**config.mk**
```make
export PLATFORM = sky130hd
export DESIGN_NAME = facto_host
export DESIGN_NICKNAME = d
export VERILOG_FILES = /design/src/rtl/facto_pkg.sv /design/src/rtl/facto_wdt.sv /design/src/rtl/facto_host.sv
export SDC_FILE = /design/constraint.sdc
export NUM_CORES = 1
export LEC_CHECK = 0
export ABC_AREA = 1
export CAP_MARGIN = 20
export CORE_AREA = 2 2 154 156
export CTS_CLUSTER_SIZE = 14
export DETAILED_ROUTE_END_ITERATION = 8
export DIE_AREA = 0 0 156 158
export GPL_TIMING_DRIVEN = 0
export PLACE_DENSITY = 0.75
export SLEW_MARGIN = 20
export SYNTH_ARGS = -nofsm -noshare
export SYNTH_HDL_FRONTEND = slang
export SYNTH_SLANG_ARGS = --single-unit
```
**constraint.sdc**
```tcl
create_clock -name clk -period 1.7 [get_ports clk]
set_input_delay 0.255 -clock clk [delete_from_list [all_inputs] [get_ports clk]]
set_output_delay 0.255 -clock clk [all_outputs]
set_load 0.01 [all_outputs]
```
**src/rtl/facto_pkg.sv**
```systemverilog
// facto_pkg: shared types and constants for the factorial host sequencer.
//   facto_host_state_e : sequencer FSM state encoding
//   OPDONE_*_BIT       : bit positions inside the unit's 2-bit status word
//   FACTO_MAX_OPERAND  : largest operand whose factorial fits in 128 bits
//   operand_in_range() : range test applied to an incoming request
package facto_pkg;

   typedef enum logic [2:0] {
      IDLE  = 3'd0,
      LOAD  = 3'd1,
      START = 3'd2,
      WAIT  = 3'd3,
      RESP  = 3'd4,
      CLEAR = 3'd5
   } facto_host_state_e;

   localparam int OPDONE_DONE_BIT   = 1;
   localparam int OPDONE_BUSY_BIT   = 0;
   localparam int FACTO_MAX_OPERAND = 34;

   // True when the factorial of op fits in the 128-bit result.
   function automatic logic operand_in_range(input logic [63:0] op,
                                             input logic [63:0] max_op);
      return (op <= max_op);
   endfunction

endpackage

```
**src/rtl/facto_wdt.sv**
```systemverilog
// facto_wdt: clearable, enabled up-counter used as the done-poll watchdog.
//   clk, reset_n : clock, asynchronous active-low reset
//   clr          : synchronous clear of the count (wins over en)
//   en           : count one step per cycle
//   expire       : high for the cycle in which an enabled count sits at TIMEOUT-1
module facto_wdt #(
   parameter int TIMEOUT = 4096
) (
   input  logic clk,
   input  logic reset_n,
   input  logic clr,
   input  logic en,
   output logic expire
);

   localparam int CNT_W = (TIMEOUT > 1) ? $clog2(TIMEOUT) : 1;
   localparam logic [CNT_W-1:0] LAST_COUNT = CNT_W'(TIMEOUT - 1);

   logic [CNT_W-1:0] count_r;

   // Watchdog count register.
   always_ff @(posedge clk or negedge reset_n) begin
      if (!reset_n) begin
         count_r <= {CNT_W{1'b0}};
      end else if (clr) begin
         count_r <= {CNT_W{1'b0}};
      end else if (en) begin
         count_r <= count_r + CNT_W'(1);
      end else begin
         count_r <= count_r;
      end
   end

   // Expiry is combinational so the FSM can leave WAIT in the same cycle.
   assign expire = en && (count_r == LAST_COUNT);

endmodule

```
**src/rtl/facto_host.sv**
```systemverilog
// facto_host: host-side command sequencer for the factorial accelerator.
//   req_valid/req_ready/req_operand : factorial request port
//   rsp_valid/rsp_ready/rsp_result_h/rsp_result_l/rsp_error : response port
//   f_opstart/f_opclear/f_operand   : control outputs to the factorial unit
//   f_opdone/f_result_h/f_result_l  : status and result from the factorial unit
// One request is held in flight. All outputs are registered.
module facto_host
   import facto_pkg::*;
#(
   parameter int MAX_OPERAND = FACTO_MAX_OPERAND,
   parameter int TIMEOUT     = 4096
) (
   input  logic        clk,
   input  logic        reset_n,
   input  logic        req_valid,
   output logic        req_ready,
   input  logic [63:0] req_operand,
   output logic        rsp_valid,
   input  logic        rsp_ready,
   output logic [63:0] rsp_result_h,
   output logic [63:0] rsp_result_l,
   output logic        rsp_error,
   output logic        f_opstart,
   output logic        f_opclear,
   output logic [63:0] f_operand,
   input  logic [1:0]  f_opdone,
   input  logic [63:0] f_result_h,
   input  logic [63:0] f_result_l
);

   facto_host_state_e state_r;
   logic              reject_r;     // current response is a range-reject
   logic              wdt_clr_s;
   logic              wdt_en_s;
   logic              wdt_expire_s;
   logic              busy_unused_s;

   // The busy bit carries no information the sequencer acts on.
   assign busy_unused_s = f_opdone[OPDONE_BUSY_BIT];

   assign wdt_clr_s = (state_r == START);
   assign wdt_en_s  = (state_r == WAIT);

   facto_wdt #(
      .TIMEOUT (TIMEOUT)
   ) u_wdt (
      .clk     (clk),
      .reset_n (reset_n),
      .clr     (wdt_clr_s),
      .en      (wdt_en_s),
      .expire  (wdt_expire_s)
   );

   // Sequencer FSM; every output is set on the transition into its state.
   always_ff @(posedge clk or negedge reset_n) begin
      if (!reset_n) begin
         state_r      <= IDLE;
         reject_r     <= 1'b0;
         req_ready    <= 1'b0;
         rsp_valid    <= 1'b0;
         rsp_error    <= 1'b0;
         rsp_result_h <= 64'd0;
         rsp_result_l <= 64'd0;
         f_opstart    <= 1'b0;
         f_opclear    <= 1'b0;
         f_operand    <= 64'd0;
      end else begin
         case (state_r)
            IDLE: begin
               if (req_valid && req_ready) begin
                  req_ready <= 1'b0;
                  if (operand_in_range(req_operand, 64'(MAX_OPERAND))) begin
                     f_operand <= req_operand;
                     f_opclear <= 1'b1;
                     reject_r  <= 1'b0;
                     state_r   <= LOAD;
                  end else begin
                     // Out of range: answer at once, never touch the unit.
                     rsp_valid    <= 1'b1;
                     rsp_error    <= 1'b1;
                     rsp_result_h <= 64'd0;
                     rsp_result_l <= 64'd0;
                     reject_r     <= 1'b1;
                     state_r      <= RESP;
                  end
               end else begin
                  req_ready <= 1'b1;
               end
            end
            LOAD: begin
               f_opclear <= 1'b0;
               f_opstart <= 1'b1;
               state_r   <= START;
            end
            START: begin
               state_r <= WAIT;
            end
            WAIT: begin
               // Done wins over a coincident watchdog expiry.
               if (f_opdone[OPDONE_DONE_BIT]) begin
                  rsp_result_h <= f_result_h;
                  rsp_result_l <= f_result_l;
                  rsp_error    <= 1'b0;
                  rsp_valid    <= 1'b1;
                  f_opstart    <= 1'b0;
                  state_r      <= RESP;
               end else if (wdt_expire_s) begin
                  rsp_result_h <= 64'd0;
                  rsp_result_l <= 64'd0;
                  rsp_error    <= 1'b1;
                  rsp_valid    <= 1'b1;
                  f_opstart    <= 1'b0;
                  state_r      <= RESP;
               end else begin
                  state_r <= WAIT;
               end
            end
            RESP: begin
               if (rsp_ready) begin
                  rsp_valid <= 1'b0;
                  if (reject_r) begin
                     req_ready <= 1'b1;
                     state_r   <= IDLE;
                  end else begin
                     f_opclear <= 1'b1;
                     state_r   <= CLEAR;
                  end
               end else begin
                  state_r <= RESP;
               end
            end
            CLEAR: begin
               f_opclear <= 1'b0;
               req_ready <= 1'b1;
               state_r   <= IDLE;
            end
            default: begin
               state_r   <= IDLE;
               req_ready <= 1'b0;
               rsp_valid <= 1'b0;
               f_opstart <= 1'b0;
               f_opclear <= 1'b0;
            end
         endcase
      end
   end

endmodule

```
## Yosys cells after proc, flatten, opt, wreduce, memory -nomap -nowiden

Index checks and enable logic that the tools add are counted.

- Equality and inequality tests: 13
- Bitwise gates (word level): 4
- Add/sub/neg operators: 1
- Muxes and demuxes: 37
- $lt $le $gt $ge: 1
- Reduce and logical (&&, ||, !) cells: 16

Operators by type and width:

| kind | count |
|---|---|
| 64-bit 2-to-1 mux | 5 |
| 64-bit one-hot mux with 2 select lines | 2 |
| 64-bit by 6-bit less-or-equal comparator with 1-bit output (second input constant) | 1 |
| 12-bit 2-to-1 mux | 2 |
| 3-bit 2-to-1 mux | 6 |
| 1-bit 2-to-1 mux | 16 |
| 3-bit one-hot mux with 5 select lines | 1 |
| 12-bit by 1-bit adder with 12-bit output (second input constant) | 1 |
| 12-bit == test (second input constant) | 1 |
| 2-bit inequality test (second input constant) | 6 |
| 5-bit AND reduction | 2 |
| 1-bit one-hot mux with 4 select lines | 2 |
| 3-bit by 2-bit == test with 1-bit output (second input constant) | 2 |
| 3-bit == test (second input constant) | 2 |
| 1-bit one-hot mux with 3 select lines | 2 |
| 3-bit AND reduction | 2 |
| 3-bit OR reduction | 2 |
| 1-bit NOT | 4 |
| 2-bit AND reduction | 2 |
| 4-bit AND reduction | 1 |
| 2-bit nonzero test | 2 |
| 4-bit OR reduction | 1 |
| 3-bit by 1-bit == test with 1-bit output (second input constant) | 1 |
| 3-bit logical NOT | 1 |
| other kinds (4) | 5 |

- Bits of input ports: 198
- Logic and storage cells: 83
- Bits in registers: 213

## Depth between registers and ports, before layout

- Word-level depth: 5
- Mapped depth: 12

## Hierarchy

From an unflattened synthesis, not the netlist that was laid out.

- Cell total of the unflattened synthesis: 968
- Area total of the unflattened synthesis: 8479.4 um2

By module, submodules not included:

| module | area an instance (um2) | times used | seq. area each (um2) | cells each |
|---|---|---|---|---|
| facto_host | 7776.2 | 1 | 5029.8 | 879 |
| facto_wdt | 703.2 | 1 | 300.3 | 89 |

## Least setup slack after synthesis

Ideal clock, no wire load.

- Kind: reg-to-reg
- Start point: reg u_wdt.count_r[0]
- End point: reg rsp_result_h[0]
- Arrival time: 1.581 ns
- Path slack: 0.003 ns
- Clock period less this slack: 1.697 ns
- Required time: 1.583 ns
- Stages on the path, launching flop included: 13
- Cell sequence: dfrtp_1 > ha_1 > nand2_1 > nor2_2 > nand3_1 > nand3_2 > nand2_1 > nor2_2 > nand3_2 > buf_12 > buf_6 > nand2_1 > nand2_1

- Word-level cells in the longest chain between the ends: 4

RTL lines:

| element | line | RTL |
|---|---|---|
| start: declaration | facto_wdt.sv:19 | `logic [CNT_W-1:0] count_r;` |
| start signal: assignment | facto_wdt.sv:24 | `count_r <= {CNT_W{1'b0}};` |
| start signal: assignment | facto_wdt.sv:26 | `count_r <= {CNT_W{1'b0}};` |
| start signal: assignment | facto_wdt.sv:28 | `count_r <= count_r + CNT_W'(1);` |
| 12-bit == test | facto_wdt.sv:35 | `assign expire = en && (count_r == LAST_COUNT);` |
| 1-bit logical AND | facto_wdt.sv:35 |  |
| 3-bit inequality test (no line) | - |  |
| 4-bit AND reduction (no line) | - |  |
| end signal: assignment | facto_host.sv:101 | `rsp_result_h <= f_result_h;` |
| end: declaration | facto_host.sv:20 | `output logic [63:0] rsp_result_h,` |

Every way passes these cells.
A chain may end at the register's enable or synchronous reset.

## Worst setup path after layout

- Start point: reg u_wdt.count_r[0]
- End point: reg rsp_result_h[30]

Same word-level chain as after synthesis.

==> run_results.csv <==
group,metric,value,unit
run_status,status,"finished, violations left",
run_status,violations,"negative setup slack",
setup_path,worst_ep_required_time,2090,ps
setup_path,crit_buf_inv,2,
setup_path,crit_family,"simple AND/OR/NAND/NOR gates",
timing,fin_skew,13.9,ps
setup_path,crit_path_end_kind,"flop",
clocking,clkTransAtPathRegs,60,ps
power,p_sw_frac,0.295,
yosys,async_reset_ff_frac,1.00,
route,wl_per_cell,16.3,um
route,viasPerCell,4.57,
clocking,cts_buffer_depth,3,
flow_run,drv_cap,0,
finish,final_cells,1704,
timing,hold_viol,0,
yosys,syn_area,8370,sq um
timing,max_freq,523,MHz
clocking,clockRootBuffer,"clkbuf_16",
grt,grt-ovfl-total,0,
timing,maxSlewHeadroom,0.672,
yosys,synth_edf_count,0,
yosys,ys_ff_latch,213,
grt,grt_max_degree,98,
clocking,tritoncts,"done",
grt,grtUsageTotal,0.213,
floorplan,io_pins,395,
floorplan,core-area,23100,sq um
place,post-place-ws,-809,ps
finish,num_antenna_cells,0,
setup_path,startpoint_type,"flop",
setup_path,cpMaxStageDelayCell,"dfrtp_1",
timing,period_needed,1910,ps
setup_path,rrSetupSlack,-210,ps
setup_path,crit_type,"reg2reg",
power,p_leak,0.00910,uW
finish,area_growth,71.4,%
grt,grt_pass1_wl,41.4,mm
floorplan,dieArea,24600,sq um
yosys,syn_area_per_cell,8.78,sq um
yosys,synth-seq-area-share,0.637,
setup_path,crit_arrival,2300,ps
clocking,cts_htree_levels,1,
finish,fin_area,14300,sq um
route,wirelength,27.8,mm
route,drc,0,
place,dp.cells,1638,
setup_path,cp_max_fo,9,
timing,fin_ws,-210,ps
finish,layout-drive-gt1-share,0.132,
power,seqPwrFrac,0.332,
finish,nNetsFinal,1598,
yosys,synthDistinctLibCells,33,
yosys,yosys_warnings,0,
timing,period_share,1.12,
yosys,ys.flop_type,"dfrtp_1",
timing,rsz0062_at_grt,"yes",
timing,maxSlewViolCount,0,
route,drtPass1Iterations,5,
timing,finalSetupViolCount,130,
route,antenna_left,0,
grt,antenna_found_initial,1,
route,drt_iter0_drc,386,
clocking,worstSkewPairLatency,510,ps
setup_path,path_cells,"ha_4, nand2_4, nor2_4, nand3_2, nand3_2, nand2_2, nor2_4, nand3_4, buf_12, clkbuf_16, nand2_1, nand2_1",
floorplan,fp.dieW,156,um
hold_path,holdCritPathClass,"in2async",
timing,tightest_slew,492,ps
power,intPower,11300,uW
power,vdd_ir_drop_max,793,uV
place,placed_area,12700,sq um
place,place.gp.congestion,0.854,
place,hpwl,19.4,mm
grt,grt_pass1_vias,7700,
setup_path,slowest_delay,410,ps
clocking,cts_buffers,24,
power,combPwrFrac,0.344,
route,vias,7795,
yosys,synth_cells,953,
floorplan,fp-row-count,56,
power,p_sw,4720,uW
power,p_per_area,1120,nW/um^2
floorplan,initial_core_util,0.363,
clocking,cts.sinks,213,
power,p_clk_frac,0.325,
place,portBuffers,393,
floorplan,die_y,158,um
yosys,synth.net_count,1152,
## cell usage in the layout (no fill, tap or decap), types with 5 or more instances in the layout
cell / count
a21oi_1: 7
buf_16: 6
buf_2: 5
buf_4: 17
buf_8: 9
clkbuf_1: 6
clkbuf_16: 31
clkbuf_4: 9
clkdlybuf4s50_1: 244
dfrtp_1: 212
dlygate4sd2_1: 73
dlymetal6s2s_1: 75
inv_1: 79
nand2_1: 443
nand2_2: 64
nand3_1: 10
nor2_1: 47
nor2_2: 5
o21ai_0: 10
## routing by layer
| metal | GRT usage | wire [um] |
|---|---|---|
| met5 | 0 | 9 |
| met4 | 0.0616 | 852 |
| met2 | 0.356 | 13800 |
| met1 | 0.270 | 11000 |
| met3 | 0.0641 | 2180 |
## cells by family after synthesis
logic type	share of synthesized area
muxes	0.00135
adders and majority gates	0.00150
DFF	0.637
xor gates and xnor gates	0.00314
AOI/OAI and AO/OA	0.0208
buffers and inverters	0.0657
and+or+nand+nor	0.271
## worst paths after layout
check                           cells after the start          endpoint              from
worst min-delay path                                2  rsp_result_h[37]           reset_n
worst max register to register                     12  rsp_result_h[30]  u_wdt.count_r[0]
max in group asynchronous                           3     f_operand[33]           reset_n
worst min register to register                      2     f_operand[61]     f_operand[61]
min in group clk                                    3  rsp_result_h[39]    f_result_h[39]
worst max-delay path                               12  rsp_result_h[30]  u_wdt.count_r[0]
## power groups by stage
| stage | combinational, uW | sequential (uW) | clock [uW] |
|---|---|---|---|
| after detailed placement | 3300 | 5390 | 0 |
| after floorplan | 1840 | 5420 | 0 |
| after global routing | 5860 | 5320 | 5550 |
| after global placement | 3250 | 5400 | 0 |
| after CTS | 4530 | 5300 | 5330 |
| final | 5510 | 5310 | 5200 |
## Yosys cell counts, drive strengths merged (2+ instances only)
| cell type | instances | area [sq um] |
|---|---|---|
| nand4 | 2 | 12.5 |
| nor2 | 56 | 228 |
| buf | 18 | 170 |
| o21ai | 14 | 70.1 |
| xor2 | 2 | 17.5 |
| a21oi | 7 | 35.0 |
| dfrtp | 213 | 5330 |
| nand3 | 14 | 80.1 |
| o211ai | 2 | 15.0 |
| clkbuf | 17 | 63.8 |
| nand2 | 511 | 1930 |
| or2 | 2 | 12.5 |
| inv | 84 | 315 |
| o31ai | 2 | 15.0 |
## metrics by stage
step / hold WS (ps) / setup TNS (ps) / util / total power [uW]
after CTS: 182 / -20770 / 0.598 / 15200
after floorplan: -40.6 / 0 / - / 7270
after global routing: 209 / -32860 / 0.622 / 16700
after global placement: 448 / -1959490 / 0.549 / 8650
final: 217 / -22140 / 0.622 / 16000
after detailed placement: 150 / -117880 / 0.552 / 8690
## layout make-up
class / instances / area, sq um
Fill cell: 1853 / 8710
Sequential cell: 213 / 5330
Timing Repair Buffer: 420 / 4470
Multi-Input combinational cell: 621 / 2730
Clock buffer: 34 / 699
Tap cell: 290 / 363
Buffer: 35 / 348
Inverter: 84 / 318
Clock inverter: 7 / 88.8
## repair_timing
action                     CTS  global route
buffers inserted            12             2
setup endpoints to repair  267           269
gates resized for setup    137           162
gates cloned                 4             6
hold buffers                 1             0
pin swaps                   10             9
hold endpoints to repair    32             0
## state kept, by name, indices dropped and copies added (netlist names), 3 cells and up
name / flops
f_operand: 64
rsp_result_h: 64
rsp_result_l: 64
u_wdt.count_r: 12
state_r: 3
(Power assumes the default switching activity.)
